==> config.mk <==
export PLATFORM = sky130hd
export DESIGN_NAME = seg_digit_scroller
export DESIGN_NICKNAME = d
export VERILOG_FILES = /design/src/rtl/seg_scroll_pkg.sv /design/src/rtl/seg7_hex_decode.sv /design/src/rtl/seg_digit_scroller.sv
export SDC_FILE = /design/constraint.sdc
export NUM_CORES = 1
export LEC_CHECK = 0
export ABC_CLOCK_PERIOD_IN_PS = 7500
export BUFFER_PORTS_ARGS = -buffer_cell sky130_fd_sc_hd__buf_2
export CAP_MARGIN = 30
export CORE_UTILIZATION = 63
export CTS_BUF_LIST = sky130_fd_sc_hd__clkbuf_16
export DETAILED_ROUTE_END_ITERATION = 16
export GPL_ROUTABILITY_DRIVEN = 0
export MAX_ROUTING_LAYER = met4
export PLACE_DENSITY = 0.91
export RECOVER_POWER = 50
export SLEW_MARGIN = 20
export SYNTH_ARGS = -nofsm -noshare
export SYNTH_HDL_FRONTEND = slang
export SYNTH_SLANG_ARGS = --single-unit
==> constraint.sdc <==
create_clock -name clk -period 7.5 [get_ports clk]
set_input_delay 0.375 -clock clk [delete_from_list [all_inputs] [get_ports clk]]
set_output_delay 0.375 -clock clk [all_outputs]
set_load 0.005 [all_outputs]
==> src/rtl/seg_scroll_pkg.sv <==
// Shared types, 7-segment hex font and sizing helpers for the digit scroller.
package seg_scroll_pkg;

  typedef enum logic [1:0] {
    IDLE = 2'd0,
    SHOW = 2'd1,
    GAP  = 2'd2
  } state_t;

  // Indexed by nibble value; bit0 = segment a .. bit6 = segment g.
  localparam logic [6:0] HEX_FONT [16] = '{
    7'h3F, 7'h06, 7'h5B, 7'h4F, 7'h66, 7'h6D, 7'h7D, 7'h07,
    7'h7F, 7'h6F, 7'h77, 7'h7C, 7'h39, 7'h5E, 7'h79, 7'h71
  };

  function automatic int timer_width(input int dwell_cycles, input int gap_cycles);
    int longest;
    longest = (dwell_cycles > gap_cycles) ? dwell_cycles : gap_cycles;
    return (longest > 1) ? $clog2(longest) : 1;
  endfunction

  function automatic int index_width(input int num_digits);
    return (num_digits > 1) ? $clog2(num_digits) : 1;
  endfunction

endpackage

==> src/rtl/seg7_hex_decode.sv <==
// Combinational nibble to 7-segment pattern lookup (active-high, bit0 = a).
module seg7_hex_decode
  import seg_scroll_pkg::*;
(
  input  logic [3:0] nibble,
  output logic [6:0] segments
);

  assign segments = HEX_FONT[nibble];

endmodule

==> src/rtl/seg_digit_scroller.sv <==
// Scrolls a multi-digit hex value across one 7-segment display, MSD first.
// Optional SEG_SCROLL_LEAD_BLANK_EN: start at the highest nonzero nibble.
module seg_digit_scroller
  import seg_scroll_pkg::*;
#(
  parameter int NUM_DIGITS   = 4,
  parameter int DWELL_CYCLES = 10000000,
  parameter int GAP_CYCLES   = 1000000
) (
  input  logic                    clk,
  input  logic                    rst,
  input  logic                    load_valid,
  input  logic [4*NUM_DIGITS-1:0] load_data,
  output logic                    load_ready,
  input  logic                    repeat_en,
  output logic [6:0]              segments,
  output logic                    dp,
  output logic                    busy
);

  localparam int DATA_W  = 4 * NUM_DIGITS;
  localparam int IDX_W   = index_width(NUM_DIGITS);
  localparam int TIMER_W = timer_width(DWELL_CYCLES, GAP_CYCLES);

  localparam logic [IDX_W-1:0]   TOP_IDX    = IDX_W'(NUM_DIGITS - 1);
  localparam logic [TIMER_W-1:0] DWELL_LAST = TIMER_W'(DWELL_CYCLES - 1);
  localparam logic [TIMER_W-1:0] GAP_LAST   = TIMER_W'(GAP_CYCLES - 1);

  state_t              state_reg, state_next;
  logic [IDX_W-1:0]    index_reg, index_next;
  logic [TIMER_W-1:0]  timer_reg, timer_next;
  logic [DATA_W-1:0]   data_reg, data_next;
  logic [6:0]          segments_reg;
  logic                dp_reg, busy_reg, load_ready_reg;
  logic [IDX_W-1:0]    start_idx;
  logic [3:0]          nibble_next;
  logic [6:0]          font_next;

`ifdef SEG_SCROLL_LEAD_BLANK_EN
  logic [NUM_DIGITS-1:0] nibble_nz;

  generate
    for (genvar gi = 0; gi < NUM_DIGITS; gi++) begin : g_nz
      assign nibble_nz[gi] = |load_data[4*gi +: 4];
    end
  endgenerate

  // An all-zero value still falls through to index 0, showing a single "0".
  always_comb begin
    start_idx = '0;
    for (int i = 0; i < NUM_DIGITS; i++) begin
      if (nibble_nz[i]) start_idx = IDX_W'(i);
    end
  end
`else
  assign start_idx = TOP_IDX;
`endif

  always_comb begin
    state_next = state_reg;
    index_next = index_reg;
    timer_next = timer_reg;
    data_next  = data_reg;
    unique case (state_reg)
      IDLE: begin
        if (load_valid && load_ready_reg) begin
          data_next  = load_data;
          index_next = start_idx;
          timer_next = '0;
          state_next = SHOW;
        end
      end
      SHOW: begin
        if (timer_reg == DWELL_LAST) begin
          timer_next = '0;
          state_next = GAP;
        end else begin
          timer_next = timer_reg + 1'b1;
        end
      end
      GAP: begin
        if (timer_reg == GAP_LAST) begin
          timer_next = '0;
          if (index_reg != '0) begin
            index_next = index_reg - 1'b1;
            state_next = SHOW;
          end else if (repeat_en) begin
            index_next = TOP_IDX;
            state_next = SHOW;
          end else begin
            state_next = IDLE;
          end
        end else begin
          timer_next = timer_reg + 1'b1;
        end
      end
      default: state_next = IDLE;
    endcase
  end

  // Decode from the next-state digit so the registered outputs track the FSM
  // without an extra cycle of latency.
  assign nibble_next = data_next[{index_next, 2'b00} +: 4];

  seg7_hex_decode u_decode (
    .nibble   (nibble_next),
    .segments (font_next)
  );

  always_ff @(posedge clk) begin
    if (rst) begin
      state_reg      <= IDLE;
      index_reg      <= '0;
      timer_reg      <= '0;
      data_reg       <= '0;
      segments_reg   <= '0;
      dp_reg         <= 1'b0;
      busy_reg       <= 1'b0;
      load_ready_reg <= 1'b1;
    end else begin
      state_reg      <= state_next;
      index_reg      <= index_next;
      timer_reg      <= timer_next;
      data_reg       <= data_next;
      segments_reg   <= (state_next == SHOW) ? font_next : 7'h00;
      dp_reg         <= (state_next == SHOW) && (index_next == '0);
      busy_reg       <= (state_next != IDLE);
      load_ready_reg <= (state_next == IDLE);
    end
  end

  assign segments   = segments_reg;
  assign dp         = dp_reg;
  assign busy       = busy_reg;
  assign load_ready = load_ready_reg;

endmodule

Yosys cells after proc, flatten, opt, wreduce, memory -nomap -nowiden
Memories as Yosys holds them, arrays and structs flattened. A register that Yosys moved wholly into a read port is not among the register bits.
Index checks and enable logic that the tools add are counted.
Widths: inputs -> output; s select.
{ "op_classes": {"add_sub_neg": 2, "eq_ne": 6, "n_shift": 1, "n_mux": 17, "n_bitwise": 2, "n_reduce_logical": 10} }
{ "op_table": {"columns": ["operator", "count"], "rows": [
  ["$mux 24", 3],
  ["$pmux 24 s3", 1],
  ["$mux 16", 2],
  ["$add 24x1->24 const B", 1],
  ["$eq 24x20->1 const B", 1],
  ["$eq 24x24->1 const B", 1],
  ["$shiftx 16x5->4", 1],
  ["$mux 2", 7],
  ["$logic_not 2->1", 3],
  ["$pmux 2 s3", 1],
  ["$not 4->5", 1],
  ["$eq 2x1->1 const B", 2],
  ["$pmux 2 s2", 1],
  ["$reduce_bool 2->1", 2],
  ["$reduce_bool 3->1", 1],
  ["$eq 2x2->1 const B", 1],
  ["$logic_and 1x1->1", 2],
  ["$mux 1", 2],
  ["$ne 2x2->1 const B", 1],
  ["$reduce_and 2->1", 1],
  ["$reduce_or 2->1", 1],
  ["$sub 2x1->2 const B", 1],
  ["$not 1->1", 1]
]} }
{ "word_totals": {"regBits": 47, "mem_bits_ro": 112, "in_bits": 20, "out_inout_bits": 10, "wordCells": 46, "mem_count": 1} }
{ "mem_list": {"columns": ["name", "depth", "word_bits", "rd", "rd_ports_with_merged_regs", "write_ports", "line", "text"], "rows": [
  ["(no name shown)", 16, 7, 1, 1, 0, "seg7_hex_decode.sv:9", "assign segments = HEX_FONT[nibble];"]
]} }

Longest topological paths before layout
Gate-level depths: netlist (run 1).
{ "depth": {"word_depth": 7, "depth_mapped": 15, "mapped_depth_nobuf": 14} }

Modules after synthesis
Synthesis (run 1) repeated with hierarchy kept, for this count alone.
{ "hier_totals": {"cells_unflattened": 292, "area_unflattened_um2": 2780.2} }
{ "by_module_without_submodules": {"columns": ["mod", "instances", "cells_per_inst", "area_per_inst_um2", "seq_area_each_um2"], "rows": [
  ["seg_digit_scroller", 1, 259, 2489.9, 1081.0],
  ["seg7_hex_decode", 1, 33, 290.3, 0.0]
]} }

Worst setup path after synthesis (run 1)
No wires, ideal clock.
{ "synth_path": {"kind": "register to register", "startpoint": "register timer_reg[21]", "endpoint": "register segments_reg[0], in the netlist segments[0]", "setup_ns": 0.074, "arrival_time_ns": 3.577, "t_required_ns": 7.426, "slack_ns": 3.849, "stages_incl_launch_ff": 14, "n_path_buf": 2, "synth_period_minus_slack_ns": 3.651, "path_cell_list": "dfxtp_1 > or4b_1 > or4_1 > buf_2 > or4_4 > and2_4 > buf_6 > nor2_1 > nor2_1 > o22ai_1 > inv_1 > ha_1 > or3_1 > a31oi_1"} }
{ "synth_via": {"elab_chain_len": 6, "word_cells_on_any_way": 12, "classes_between": "eq/ne: 3; shift: 1; mux: 5; bitwise: 2; reduce/logical: 1"} }
{ "synth_rtl": {"columns": ["item", "line", "text"], "rows": [
  ["start: declaration", "seg_digit_scroller.sv:31", "logic [TIMER_W-1:0] timer_reg, timer_next;"],
  ["start signal: assignment", "seg_digit_scroller.sv:123", "timer_reg <= timer_next;"],
  ["branches (longest 6 deep; another with $eq 24x20->1)", null, null],
  ["end: declaration", "seg_digit_scroller.sv:33", "logic [6:0] segments_reg;"]
]} }
Several ways; the timed one is not identified.
A chain may end at the register's enable or synchronous reset.

Worst setup path after layout (run 1)
{ "layout_path": {"startpoint": "register timer_reg[11]", "endpoint": "register segments_reg[0], in the netlist segments[0]"} }
Same word-level chain as after synthesis.

==> impl_metrics.env, run 1 <==
export IMPL_status="completed"
export IMPL_grt_overflow_total=0
export IMPL_layout_min_cycle_time_ns=4.095
export IMPL_synth_edf_count=0
export IMPL_end_kind="flip-flop"
export IMPL_path_class="flip-flop to flip-flop"
export IMPL_critPathLaunchType="flip-flop"
export IMPL_crit_fanout=12
export IMPL_cts_setup_buffers=0
export IMPL_finalCritPeriodShare=0.5460
export IMPL_cts_sinks=54
export IMPL_vias=2494
export IMPL_finalInstanceArea_mm2=0.003132
export IMPL_io_pins=30
export IMPL_drtAntennaViolNets=0
export IMPL_finalSetupViolations=0
export IMPL_hp_class="input port to flip-flop"
export IMPL_syn_area_per_cell_um2=8.115
export IMPL_hold_violations=0
export IMPL_wl_per_cell_um=13.64
export IMPL_fin_skew_ns=0.009337
export IMPL_fmax_mhz=244.2
export IMPL_h_tree_depth=2
export IMPL_drv_cap=0
export IMPL_peakVddDrop_mv=0.1167
export IMPL_rows=24
export IMPL_cts_tree="yes"
export IMPL_antenna_found_initial=0
export IMPL_rsz0062_at_grt="false"
export IMPL_async_reset_ff_frac=0
export IMPL_area_growth_pct=10.26
export IMPL_synthDistinctLibCells=56
export IMPL_tns_ns=0
export IMPL_clk_path_buf_depth=2
export IMPL_finalMaxSlewViolations=0
export IMPL_required_ns=7.72
export IMPL_p_leak_nw=1.219
export IMPL_syn_num_nets=383
export IMPL_cts_root_buf="clkbuf_16"
export IMPL_ys_seq_elements=54
export IMPL_diodes=0
export IMPL_seq_area_frac_synth=0.3806
export IMPL_cts_buffers=5
export IMPL_clock_latency_ns=0.29
export IMPL_drive_gt1_frac=0.1108
export IMPL_netlist_instances=350
export IMPL_die_height_um=69.15
export IMPL_crit_arrival_ns=4.31
export IMPL_ys_warn_count=0
export IMPL_die_area_mm2=0.004781
export IMPL_fin_hold_ws_ns=0.3210
export IMPL_dpl_hpwl_um=4022
export IMPL_nets=403
export IMPL_worst_slew_pin_slew_ns=0.8544
export IMPL_core_mm2=0.004354
export IMPL_placed_cell_area_mm2=0.002980
export IMPL_viasPerCell=5.910
export IMPL_largest_reg_flops=24
export IMPL_maxSlewHeadroom=0.4288
export IMPL_grt_pass1_vias=2236
export IMPL_grt_max_degree=24
export IMPL_first_pass_iters=5
export IMPL_pwr_density_cell_mw_per_mm2=239.5
export IMPL_grt_pass1_wl_um=9901
export IMPL_synth_ff_type="dfxtp_1"
export IMPL_drt_wl_total_um=5756
export IMPL_cts_resized=0
export IMPL_clk_pin_slew_ns=0.07
export IMPL_drc=0
export IMPL_synth_area_mm2=0.002840
export IMPL_die_w_um=69.15
export IMPL_drt_initial_drc_count=233
export IMPL_grt_usage=0.2537
export IMPL_hold_buffers=0
export IMPL_initial_core_util=0.6523
export IMPL_portBuffers=29
==> area by class of cell <==
class	instances	area [um2]
multi-input combinational	270	1648
tap	52	65.06
clock inverter	2	33.78
inverter	10	37.54
fill	338	1222
clock buffer	5	125.1
sequential	54	1081
timing repair buffer	29	141.4
==> synthesized netlist by cell type (all sizes together), types with 3 or more instances <==
cell type | instances | share of area
nand4 | 9 | 0.020
nor2b | 3 | 0.0066
inv | 10 | 0.013
nand2 | 52 | 0.069
and2 | 6 | 0.014
a211oi | 3 | 0.014
or3 | 6 | 0.013
clkbuf | 8 | 0.011
or4 | 3 | 0.0092
buf | 8 | 0.014
a21oi | 22 | 0.039
ha | 13 | 0.057
nor2 | 50 | 0.067
xnor2 | 8 | 0.025
nor3 | 10 | 0.018
o21ai | 9 | 0.016
nand3 | 8 | 0.014
o211ai | 3 | 0.0079
and4 | 3 | 0.0093
and3 | 4 | 0.0088
nand2b | 4 | 0.0088
xor2 | 13 | 0.040
mux2i | 8 | 0.028
dfxtp | 54 | 0.38
==> power by group <==
group / internal [W] / switching (W) / leakage (nW) / total, W
sequential: 0.000308 / 0.0000130 / 0.440 / 0.000321
combinational: 0.0000715 / 0.000109 / 0.702 / 0.000180
clock: 0.000154 / 0.0000950 / 0.0773 / 0.000249
total: 0.000533 / 0.000217 / 1.22 / 0.000750
==> critical path: stages (launching register included) <==
cell     delay [ns]
dfxtp_1        0.35
or4b_1         0.50
or4_1          0.61
or3_1          0.62
a31oi_1        0.43
nor2_1         0.07
o32ai_1        0.24
o21ai_0        0.33
ha_1           0.35
or3_1          0.37
a31oi_1        0.15
==> path summary, 6_finish.rpt <==
check	startpoint	endpoint	slack [ns]	cells past startpoint
max	timer_reg[11]	segments[0]	3.40	10
min	load_data[4]	data_reg[4]	0.32	3
max reg2reg	timer_reg[11]	segments[0]	3.40	10
min reg2reg	data_reg[4]	data_reg[4]	0.47	2
==> logic make-up after synthesis <==
group                    synth area share
adder cells (fa/ha/maj)           0.05727
buffers and inverters             0.03789
multiplexers                      0.02819
flip-flops                         0.3806
AND/OR/NAND/NOR                    0.2864
XOR/XNOR                          0.06476
AO/OA/AOI/OAI                      0.1449
==> layer usage <==
layer	GRT usage	wire length [um]	vias to the layer above
li1	-	-	1253
met1	0.3080	2649	1169
met2	0.4337	2847	65
met3	0.03363	205	7
met4	0.08390	55	0
met5	-	0	-
==> stage by stage <==
stage           power, W  worst slack [ns]    util  std cells
5_1_grt        0.0007886             3.125  0.7193        422
3_5_place_dp   0.0005044             3.444  0.6845        415
6_report       0.0007501             3.405  0.7193        422
2_1_floorplan  0.0004639             3.849       -        350
4_1_cts        0.0007539             3.427  0.7210        422
3_3_place_gp   0.0004971             3.563  0.6845        415
==> placed cells by master (no fill, tap or decap), types with 3 or more instances in the layout <==
cell        n
dfxtp_1    54
nand2_1    52
nor2_1     49
buf_2      26
a21oi_1    22
xor2_1     13
ha_1       13
inv_1      10
nor3_1     10
nand4_1     9
o21ai_0     9
nand3_1     8
xnor2_1     8
mux2i_1     8
or3_1       6
clkbuf_16   5
and3_1      4
nand2b_1    4
and2_1      4
or4_1       3
and4_1      3
nor2b_1     3
o211ai_1    3
clkbuf_1    3
Note: power is estimated with default switching activity, not from simulation.
==> run 2: changes to the inputs <==
--- a/config.mk
+++ b/config.mk
@@ -5,15 +5,15 @@
 export SDC_FILE = /design/constraint.sdc
 export NUM_CORES = 1
 export LEC_CHECK = 0
-export ABC_CLOCK_PERIOD_IN_PS = 7500
+export ABC_CLOCK_PERIOD_IN_PS = 4260
 export BUFFER_PORTS_ARGS = -buffer_cell sky130_fd_sc_hd__buf_2
 export CAP_MARGIN = 30
-export CORE_UTILIZATION = 63
+export CORE_UTILIZATION = 58
 export CTS_BUF_LIST = sky130_fd_sc_hd__clkbuf_16
 export DETAILED_ROUTE_END_ITERATION = 16
 export GPL_ROUTABILITY_DRIVEN = 0
 export MAX_ROUTING_LAYER = met4
-export PLACE_DENSITY = 0.91
+export PLACE_DENSITY = 0.85
 export RECOVER_POWER = 50
 export SLEW_MARGIN = 20
 export SYNTH_ARGS = -nofsm -noshare
==> constraint.sdc (replaced) <==
create_clock -name clk -period 4.26 [get_ports clk]
set_input_delay 0.213 -clock clk [delete_from_list [all_inputs] [get_ports clk]]
set_output_delay 0.213 -clock clk [all_outputs]
set_load 0.005 [all_outputs]
==> run 2 against run 1 <==
  * Power rose by 72%
  * Critical path type unchanged
  * Wire length grew 1.5%
  * Maximum frequency grew 2.3%
  * Die area increased by 8.4%
  * First-iteration DRC count fell by 24%
  * Critical endpoint unchanged
  * Non-clock buffer count rose by 3
  * Clock-buffer cell count unchanged
==> impl_metrics.env, run 2 (synthesis results as in run 1) <==
export IMPL_status="completed"
export IMPL_drive_gt1_frac=0.1230
export IMPL_diodes=0
export IMPL_rsz0062_at_grt="false"
export IMPL_largest_reg_flops=24
export IMPL_hp_class="input port to flip-flop"
export IMPL_crit_arrival_ns=4.23
export IMPL_grt_pass1_vias=2282
export IMPL_hold_violations=0
export IMPL_fin_skew_ns=0.005674
export IMPL_initial_core_util=0.6013
export IMPL_clk_pin_slew_ns=0.07
export IMPL_drt_initial_drc_count=176
export IMPL_viasPerCell=5.639
export IMPL_portBuffers=29
export IMPL_dp_slack_ns=0.2497
export IMPL_cts_sinks=54
export IMPL_placed_cells=433
export IMPL_finalSetupViolations=0
export IMPL_cts_buffers=5
export IMPL_cp_cell_sequence="or4b_1 -> or4_1 -> or3_1 -> nand3_1 -> o211ai_1 -> o311a_1 -> o22ai_1 -> inv_1 -> ha_1 -> or3_1 -> a31oi_1"
export IMPL_antenna_found_initial=0
export IMPL_wl_per_cell_um=13.24
export IMPL_cts_root_buf="clkbuf_16"
export IMPL_peakVddDrop_mv=0.2035
export IMPL_p_leak_nw=1.227
export IMPL_drc=0
export IMPL_die_area_mm2=0.005181
export IMPL_h_tree_depth=2
export IMPL_layoutNonFillerInstCount=441
export IMPL_core_mm2=0.004723
export IMPL_final_common_cell="dfxtp_1"
export IMPL_grt_overflow_total=0
export IMPL_cts_setup_buffers=0
export IMPL_clk_path_buf_depth=2
export IMPL_dpl_hpwl_um=4111
export IMPL_critPathLaunchType="flip-flop"
export IMPL_multi_input_area_mm2=0.001648
export IMPL_crit_fanout=12
export IMPL_path_class="flip-flop to flip-flop"
export IMPL_ff_latch_area_mm2=0.001081
export IMPL_setup_ws_ns=0.2580
export IMPL_grt_usage=0.2461
export IMPL_rows=25
export IMPL_fmax_mhz=249.9
export IMPL_drv_cap=0
export IMPL_cts_tree="yes"
export IMPL_crit_path_frequent_cell="or3_1"
export IMPL_tns_ns=0
export IMPL_required_ns=4.49
export IMPL_finalCritPeriodShare=0.9394
export IMPL_layout_min_cycle_time_ns=4.002
export IMPL_fin_hold_ws_ns=0.1521
export IMPL_worst_slew_pin_slew_ns=0.8311
export IMPL_finalMaxSlewViolations=0
export IMPL_grt_max_degree=24
export IMPL_area_growth_pct=11.19
export IMPL_vias=2487
export IMPL_placed_cell_area_mm2=0.003022
export IMPL_drt_wl_total_um=5841
export IMPL_die_height_um=71.98
export IMPL_maxSlewHeadroom=0.4459
export IMPL_hold_buffers=0
export IMPL_layout_common_cells="dfxtp_1 (54), nand2_1 (52), nor2_1 (49)"
export IMPL_finalInstanceArea_mm2=0.003158
export IMPL_first_pass_iters=4
export IMPL_io_pins=30
export IMPL_nets=406
export IMPL_die_w_um=71.98
export IMPL_grt_pass1_wl_um=9887
export IMPL_pwr_density_cell_mw_per_mm2=408.3
export IMPL_crit_slowest_cell="or3_1"
export IMPL_n_fill_cell=401
export IMPL_end_kind="flip-flop"
export IMPL_clock_latency_ns=0.29
export IMPL_drtAntennaViolNets=0
export IMPL_slowest_delay_ns=0.63
[run 2: worst paths after layout]
check                     start            to  slack, ns  cells after the start
hold reg to reg    data_reg[14]  data_reg[14]       0.46                      2
hold / removal     load_data[1]   data_reg[1]       0.15                      3
setup / recovery  timer_reg[11]   segments[0]       0.26                     11
setup reg to reg  timer_reg[11]   segments[0]       0.26                     11
[run 2: metal layers]
metal	part of all wire	routed length (um)	vias up	GRT usage
li1	-	-	1261	-
met1	0.43	2524	1166	0.2739
met2	0.51	2972	49	0.4392
met3	0.040	233	11	0.04583
met4	0.019	110	0	0.08932
met5	0	0	-	-
[run 2: layout make-up]
| class | count | area share |
|---|---|---|
| multi-input cells | 270 | 0.5218 |
| flip-flops and latches | 54 | 0.3423 |
| repair buffers | 32 | 0.05151 |
| clock buffers | 5 | 0.03962 |
| well taps | 67 | 0.02655 |
| inverters | 10 | 0.01189 |
| clock inverters | 3 | 0.006339 |
[run 2: through the flow]
| step | util | total power [W] |
|---|---|---|
| 2_1_floorplan | - | 0.0008167 |
| 3_3_place_gp | 0.6397 | 0.0008833 |
| 3_5_place_dp | 0.6397 | 0.0008940 |
| 4_1_cts | 0.6705 | 0.001296 |
| 5_1_grt | 0.6686 | 0.001356 |
| 6_report | 0.6686 | 0.001289 |
[run 2: what timing repair did]
item	in CTS	in global routing
endpoints found under the setup margin	0	2
gates resized for setup	0	1
hold endpoints to repair	0	0
[run 2: power breakdown]
part / internal (W) / leakage, nW / total, W / switching (W)
Combinational: 0.000130 / 0.720 / 0.000323 / 0.000193
Sequential: 0.000541 / 0.440 / 0.000563 / 0.0000224
Clock: 0.000218 / 0.0679 / 0.000403 / 0.000185
[run 2: worst max-delay path, delay by kind of cell, from the launching register on]
family | cells | cell delay [ns]
flip-flops | 1 | 0.35
buffers and inverters | 1 | 0.18
AO/OA/AOI/OAI | 4 | 0.85
AND/OR/NAND/NOR | 5 | 2.29
adder cells (fa/ha/maj) | 1 | 0.28
